==> config.mk <==
export PLATFORM = sky130hd
export DESIGN_NAME = bcd_scan_driver
export DESIGN_NICKNAME = d
export VERILOG_FILES = /design/src/rtl/calc_display_pkg.sv /design/src/rtl/bin2bcd_seq.sv /design/src/rtl/bcd_scan_driver.sv
export SDC_FILE = /design/constraint.sdc
export NUM_CORES = 1
export LEC_CHECK = 0
export BUFFER_PORTS_ARGS = -buffer_cell sky130_fd_sc_hd__buf_4
export CAP_MARGIN = 25
export CORE_ASPECT_RATIO = 0.7
export CORE_MARGIN = 2
export CORE_UTILIZATION = 50
export CTS_CLUSTER_SIZE = 20
export DETAILED_ROUTE_END_ITERATION = 7
export MAX_ROUTING_LAYER = met4
export PLACE_DENSITY_LB_ADDON = 0.15
export SYNTH_ARGS = -nofsm -noshare
export SYNTH_HDL_FRONTEND = slang
export SYNTH_SLANG_ARGS = --single-unit
==> constraint.sdc <==
create_clock -name clk -period 4.1 [get_ports clk]
set_input_delay 0.82 -clock clk [delete_from_list [all_inputs] [get_ports clk]]
set_output_delay 0.82 -clock clk [all_outputs]
set_load 0.02 [all_outputs]
==> src/rtl/calc_display_pkg.sv <==
// Shared constants, FSM encoding and the leading-zero blanking helper for the
// calculator display path.
package calc_display_pkg;

   localparam int unsigned NUM_DIGITS = 4;
   localparam int unsigned VALUE_W    = 14;
   localparam int unsigned BCD_W      = 4 * NUM_DIGITS;
   localparam int unsigned SLOT_W     = $clog2(NUM_DIGITS);

   localparam logic [3:0]         BLANK_CODE = 4'hF;
   localparam logic [VALUE_W-1:0] MAX_VALUE  = 14'd9999;

   typedef enum logic {
      IDLE,
      CONVERT
   } state_t;

   // Blank every digit above the most significant nonzero one; digit 0 always shows.
   function automatic logic [BCD_W-1:0] blank_leading(input logic [BCD_W-1:0] bcd);
      logic [BCD_W-1:0] res;
      logic             lead;
      res  = bcd;
      lead = 1'b1;
      for (int unsigned i = NUM_DIGITS - 1; i >= 1; i--) begin
         if (lead && (bcd[4*i +: 4] == 4'd0)) begin
            res[4*i +: 4] = BLANK_CODE;
         end else begin
            lead = 1'b0;
         end
      end
      return res;
   endfunction

endpackage

==> src/rtl/bin2bcd_seq.sv <==
// Sequential double-dabble: one add-3/shift step per cycle, VALUE_W steps per value.
// done and bcd present the outcome of the step being taken in the current cycle.
module bin2bcd_seq
   import calc_display_pkg::*;
(
   input  logic               clk,
   input  logic               rst_n,
   input  logic               start,
   input  logic [VALUE_W-1:0] value,
   output logic               done,
   output logic [BCD_W-1:0]   bcd
);

   localparam int unsigned SR_W = BCD_W + VALUE_W;

   logic [SR_W-1:0] sr;
   logic [SR_W-1:0] adj;
   logic [SR_W-1:0] stepped;
   logic [3:0]      cnt;
   logic            active;

   always_comb begin
      adj = sr;
      for (int unsigned i = 0; i < NUM_DIGITS; i++) begin
         if (adj[VALUE_W + 4*i +: 4] >= 4'd5) begin
            adj[VALUE_W + 4*i +: 4] = adj[VALUE_W + 4*i +: 4] + 4'd3;
         end
      end
      stepped = {adj[SR_W-2:0], 1'b0};
   end

   assign done = active && (cnt == 4'(VALUE_W - 1));
   assign bcd  = stepped[SR_W-1 -: BCD_W];

   always_ff @(posedge clk or negedge rst_n) begin
      if (!rst_n) begin
         sr     <= '0;
         cnt    <= '0;
         active <= 1'b0;
      end else if (start) begin
         sr     <= {{BCD_W{1'b0}}, value};
         cnt    <= '0;
         active <= 1'b1;
      end else if (active) begin
         sr  <= stepped;
         cnt <= cnt + 4'd1;
         if (done) begin
            active <= 1'b0;
         end
      end
   end

endmodule

==> src/rtl/bcd_scan_driver.sv <==
// Accepts a binary value, converts it to blanked BCD and time-multiplexes the
// four digits onto a shared digit bus with a one-hot select.
module bcd_scan_driver
   import calc_display_pkg::*;
#(
   parameter int unsigned SCAN_DIV = 50000
) (
   input  logic                  clk,
   input  logic                  rst_n,
   input  logic                  in_valid,
   input  logic [VALUE_W-1:0]    in_value,
   output logic                  in_ready,
   output logic [3:0]            digit,
   output logic [NUM_DIGITS-1:0] digit_sel,
   output logic                  busy,
   output logic                  overflow
);

   localparam int unsigned CNT_W = (SCAN_DIV > 1) ? $clog2(SCAN_DIV) : 1;

   state_t                       state;
   state_t                       state_next;
   logic                         start;
   logic                         commit_ovf;
   logic                         commit_bcd;
   logic                         conv_done;
   logic [BCD_W-1:0]             conv_bcd;
   logic [NUM_DIGITS-1:0][3:0]   disp;
   logic [CNT_W-1:0]             scan_cnt;
   logic [SLOT_W-1:0]            slot;

   bin2bcd_seq u_conv (
      .clk   (clk),
      .rst_n (rst_n),
      .start (start),
      .value (in_value),
      .done  (conv_done),
      .bcd   (conv_bcd)
   );

   always_ff @(posedge clk or negedge rst_n) begin
      if (!rst_n) begin
         state <= IDLE;
      end else begin
         state <= state_next;
      end
   end

   always_comb begin
      state_next = state;
      in_ready   = 1'b0;
      busy       = 1'b0;
      start      = 1'b0;
      commit_ovf = 1'b0;
      commit_bcd = 1'b0;
      case (state)
         IDLE: begin
            in_ready = 1'b1;
            if (in_valid) begin
               if (in_value > MAX_VALUE) begin
                  commit_ovf = 1'b1;
               end else begin
                  start      = 1'b1;
                  state_next = CONVERT;
               end
            end
         end
         CONVERT: begin
            busy = 1'b1;
            if (conv_done) begin
               commit_bcd = 1'b1;
               state_next = IDLE;
            end
         end
         default: state_next = IDLE;
      endcase
   end

   always_ff @(posedge clk or negedge rst_n) begin
      if (!rst_n) begin
         disp     <= {NUM_DIGITS{BLANK_CODE}};
         overflow <= 1'b0;
      end else if (commit_ovf) begin
         disp     <= {NUM_DIGITS{BLANK_CODE}};
         overflow <= 1'b1;
      end else if (commit_bcd) begin
         disp     <= blank_leading(conv_bcd);
         overflow <= 1'b0;
      end
   end

   always_ff @(posedge clk or negedge rst_n) begin
      if (!rst_n) begin
         scan_cnt <= '0;
         slot     <= '0;
      end else if (scan_cnt == CNT_W'(SCAN_DIV - 1)) begin
         scan_cnt <= '0;
         slot     <= slot + 1'b1;
      end else begin
         scan_cnt <= scan_cnt + 1'b1;
      end
   end

   always_comb begin
      digit_sel       = '0;
      digit_sel[slot] = 1'b1;
      digit           = disp[slot];
   end

endmodule
==> flow_metrics.env <==
export IMPL_start_util_pct=51.3
export IMPL_cts_tree="built"
export IMPL_port_buffer_count=27
export IMPL_numCtsBuffers=9
export IMPL_setup_tns_final_ns=0
export IMPL_reg2reg_slack_ns=1.99
export IMPL_synth_seq_cells=71
export IMPL_max_slew_margin_pct=40.5
export IMPL_synth_edff_count=0
export IMPL_final_common_cell="dfrtp_1"
export IMPL_period_minus_slack_ns=2.47
export IMPL_track_usage_pct=20.7
export IMPL_wl_um=7310
export IMPL_post_cts_buffers=0
export IMPL_first_iter_violations=131
export IMPL_nets=424
export IMPL_clock_latency_ns=0.35
export IMPL_hold_viol=0
export IMPL_worst_slew_pin_slew_ns=0.893
export IMPL_finalSetupViolCount=0
export IMPL_holdBufCountCts=0
export IMPL_cts_num_sinks=71
export IMPL_power_w=0.00281
export IMPL_synth_avg_cell_area_um2=10.1
export IMPL_mostFrequentLayoutCells="dfrtp_1, nor2_1, nand2_1, buf_4, o21ai_0"
export IMPL_status="complete, no violations"
export IMPL_synthTopCellsByArea="dfrtp_1, dfstp_2, mux2i_1, ha_1, nor2_1"
export IMPL_synth_area_um2=3720
export IMPL_antenna_cells=0
export IMPL_seq_area_frac_synth_pct=48.3
export IMPL_grt_pass1_vias=2716
export IMPL_cts_root_buf="clkbuf_8"
export IMPL_drive_gt1_share_pct=18.9
export IMPL_drv_cap=0
export IMPL_rsz0062_at_grt="false"
export IMPL_grt_max_degree=72
export IMPL_first_pass_iters=4
export IMPL_yosysUniqueCellTypes=46
export IMPL_synth_flop_cell="dfrtp_1"
export IMPL_final_period_utilization_pct=60.3
export IMPL_hp_class="reg2reg"
export IMPL_drt_wirelength_per_cell_um=14.8
export IMPL_postSynthCellCount=367
export IMPL_antenna_found_initial=0
export IMPL_num_vias=2662
export IMPL_power_leakage_nw=1.88
export IMPL_slew_viol_final=0
export IMPL_crit_path_end_kind="primary output"
export IMPL_detail_route_vias_per_cell=5.38
export IMPL_postRouteAntennaNets=0
export IMPL_worst_endpoint_required_ns=3.28
export IMPL_yosys_area_top_type="dfrtp_1"
export IMPL_overflow=0
export IMPL_startpoint_type="flop"
export IMPL_rows=26
export IMPL_clk_pin_slew_worst_paths_ns=0.07
export IMPL_ios=28
export IMPL_grt_pass1_wl_um=13000
export IMPL_clock_path_buffers=2
export IMPL_max_stage_delay_ns=0.57
export IMPL_die_x_um=107
export IMPL_yosys_warnings=0
export IMPL_syn_num_nets=399
export IMPL_gp_congestion=0.850
export IMPL_crit_path_max_fanout=7
export IMPL_arrival_ns=1.65
export IMPL_crit_path_cell_trace="mux4_2 -> buf_4"
export IMPL_synth_top_area_share_pct=37.0
export IMPL_die_height_um=76.2
export IMPL_syn2layout_area_growth_pct=12.1
export IMPL_clock_skew_ns=0.00994
export IMPL_drc=0
export IMPL_die_area_um2=8160
export IMPL_timing_fmax_mhz=404
export IMPL_power_density_nw_per_um2=674
export IMPL_worstSetupPathType="reg2out"
export IMPL_async_flop_share_pct=100
export IMPL_cpMaxStageDelayCell="dfrtp_1"
export IMPL_dpl_hpwl_um=5060
export IMPL_cts_resized=0
export IMPL_core_area_um2=7250
export IMPL_ir_worst_vdd_v=0.000279
export IMPL_cts_htree_levels=3
state kept, by name, indices dropped and copies added (netlist names):
name / cells
u_conv.sr: 30
disp: 16
scan_cnt: 16
u_conv.cnt: 4
slot: 2
overflow: 1
state: 1
u_conv.active: 1
cells by family after synthesis:
kind of cell / count (synthesis) / synth area share (%)
mux: 31 / 9.71
compound gates: 75 / 12.0
buf+inv: 32 / 3.60
fa+ha+maj: 15 / 5.04
simple gates: 120 / 15.9
xor+xnor: 23 / 5.41
flops: 71 / 48.3
worst paths after layout:
path | start | end | cells past startpoint
worst max-delay path | slot[0]$_DFFE_PN0N_ | digit[2] | 2
worst min-delay path | scan_cnt[0]$_DFF_PN0_ | scan_cnt[0]$_DFF_PN0_ | 1
worst max register to register | u_conv.sr[22]$_DFFE_PN0P_ | disp[7]$_DFFE_PN1P_ | 7
worst min register to register | scan_cnt[0]$_DFF_PN0_ | scan_cnt[0]$_DFF_PN0_ | 1
max in group asynchronous | rst_n | u_conv.active$_DFF_PN0_ | 1
min in group asynchronous | rst_n | u_conv.sr[8]$_DFFE_PN0P_ | 1
synthesized netlist by cell type, types with 2 or more instances:
cell type  count
nor2_2         2
nor3b_1        6
nor3_2         2
nor2_1        43
mux2i_1       26
a21oi_2        2
o2111ai_1      4
clkbuf_1       5
a21oi_1       22
o22ai_1        2
mux4_2         4
buf_2          8
inv_1         17
a21o_1         3
nand4_1        5
a211oi_1       5
nor4_1         2
nand2b_1       7
a31oi_1        2
o2bb2ai_1      2
nand2_1       31
xnor2_1       15
ha_1          15
nor2b_1        3
o22a_1         2
dfrtp_1       55
o21ai_0       28
xor2_1         8
dfstp_2       16
nand3_1        9
where the power goes:
group	internal (W)	switching (W)
Combinational	0.000521	0.000641
Sequential	0.000963	0.000188
Clock	0.000253	0.000245
Total	0.00174	0.00108
layout make-up:
class	count	area, um^2
multi-input cells	264	1800
clock inverters	1	5.00
fillers	654	3080
inverters	17	63.8
clock buffers	15	166
well taps	98	123
repair buffers	29	218
flip-flops and latches	71	1800
routing by layer:
| metal | up-vias | track usage (%) | routed length [um] | share of wire [%] |
|---|---|---|---|---|
| met5 | - | - | 0 | 0 |
| met4 | 0 | 7.27 | 138 | 1.9 |
| met3 | 15 | 4.88 | 242 | 3.3 |
| met2 | 37 | 29.4 | 3170 | 43 |
| met1 | 1277 | 29.2 | 3760 | 51 |
| li1 | 1333 | - | - | - |
per-stage QoR:
stage	utilization [%]	area [um^2]	std cells	hold slack, ns	setup WS (ns)
final	57.5	4170	495	0.496	1.63
after global routing	57.5	4170	495	0.526	1.44
after CTS	57.5	4170	495	0.495	1.61
after detailed placement	55.2	4000	479	0.485	1.30
after global placement	55.2	4000	479	0.481	1.41
after floorplan	-	3720	367	0.452	2.05
critical path, delay by kind of cell, from the launching register on:
kind | cells | cell delay [ns]
multiplexers | 1 | 0.56
flip-flops | 1 | 0.57
buffers and inverters | 1 | 0.17
No activity file was read; power rests on OpenSTA's default activity.
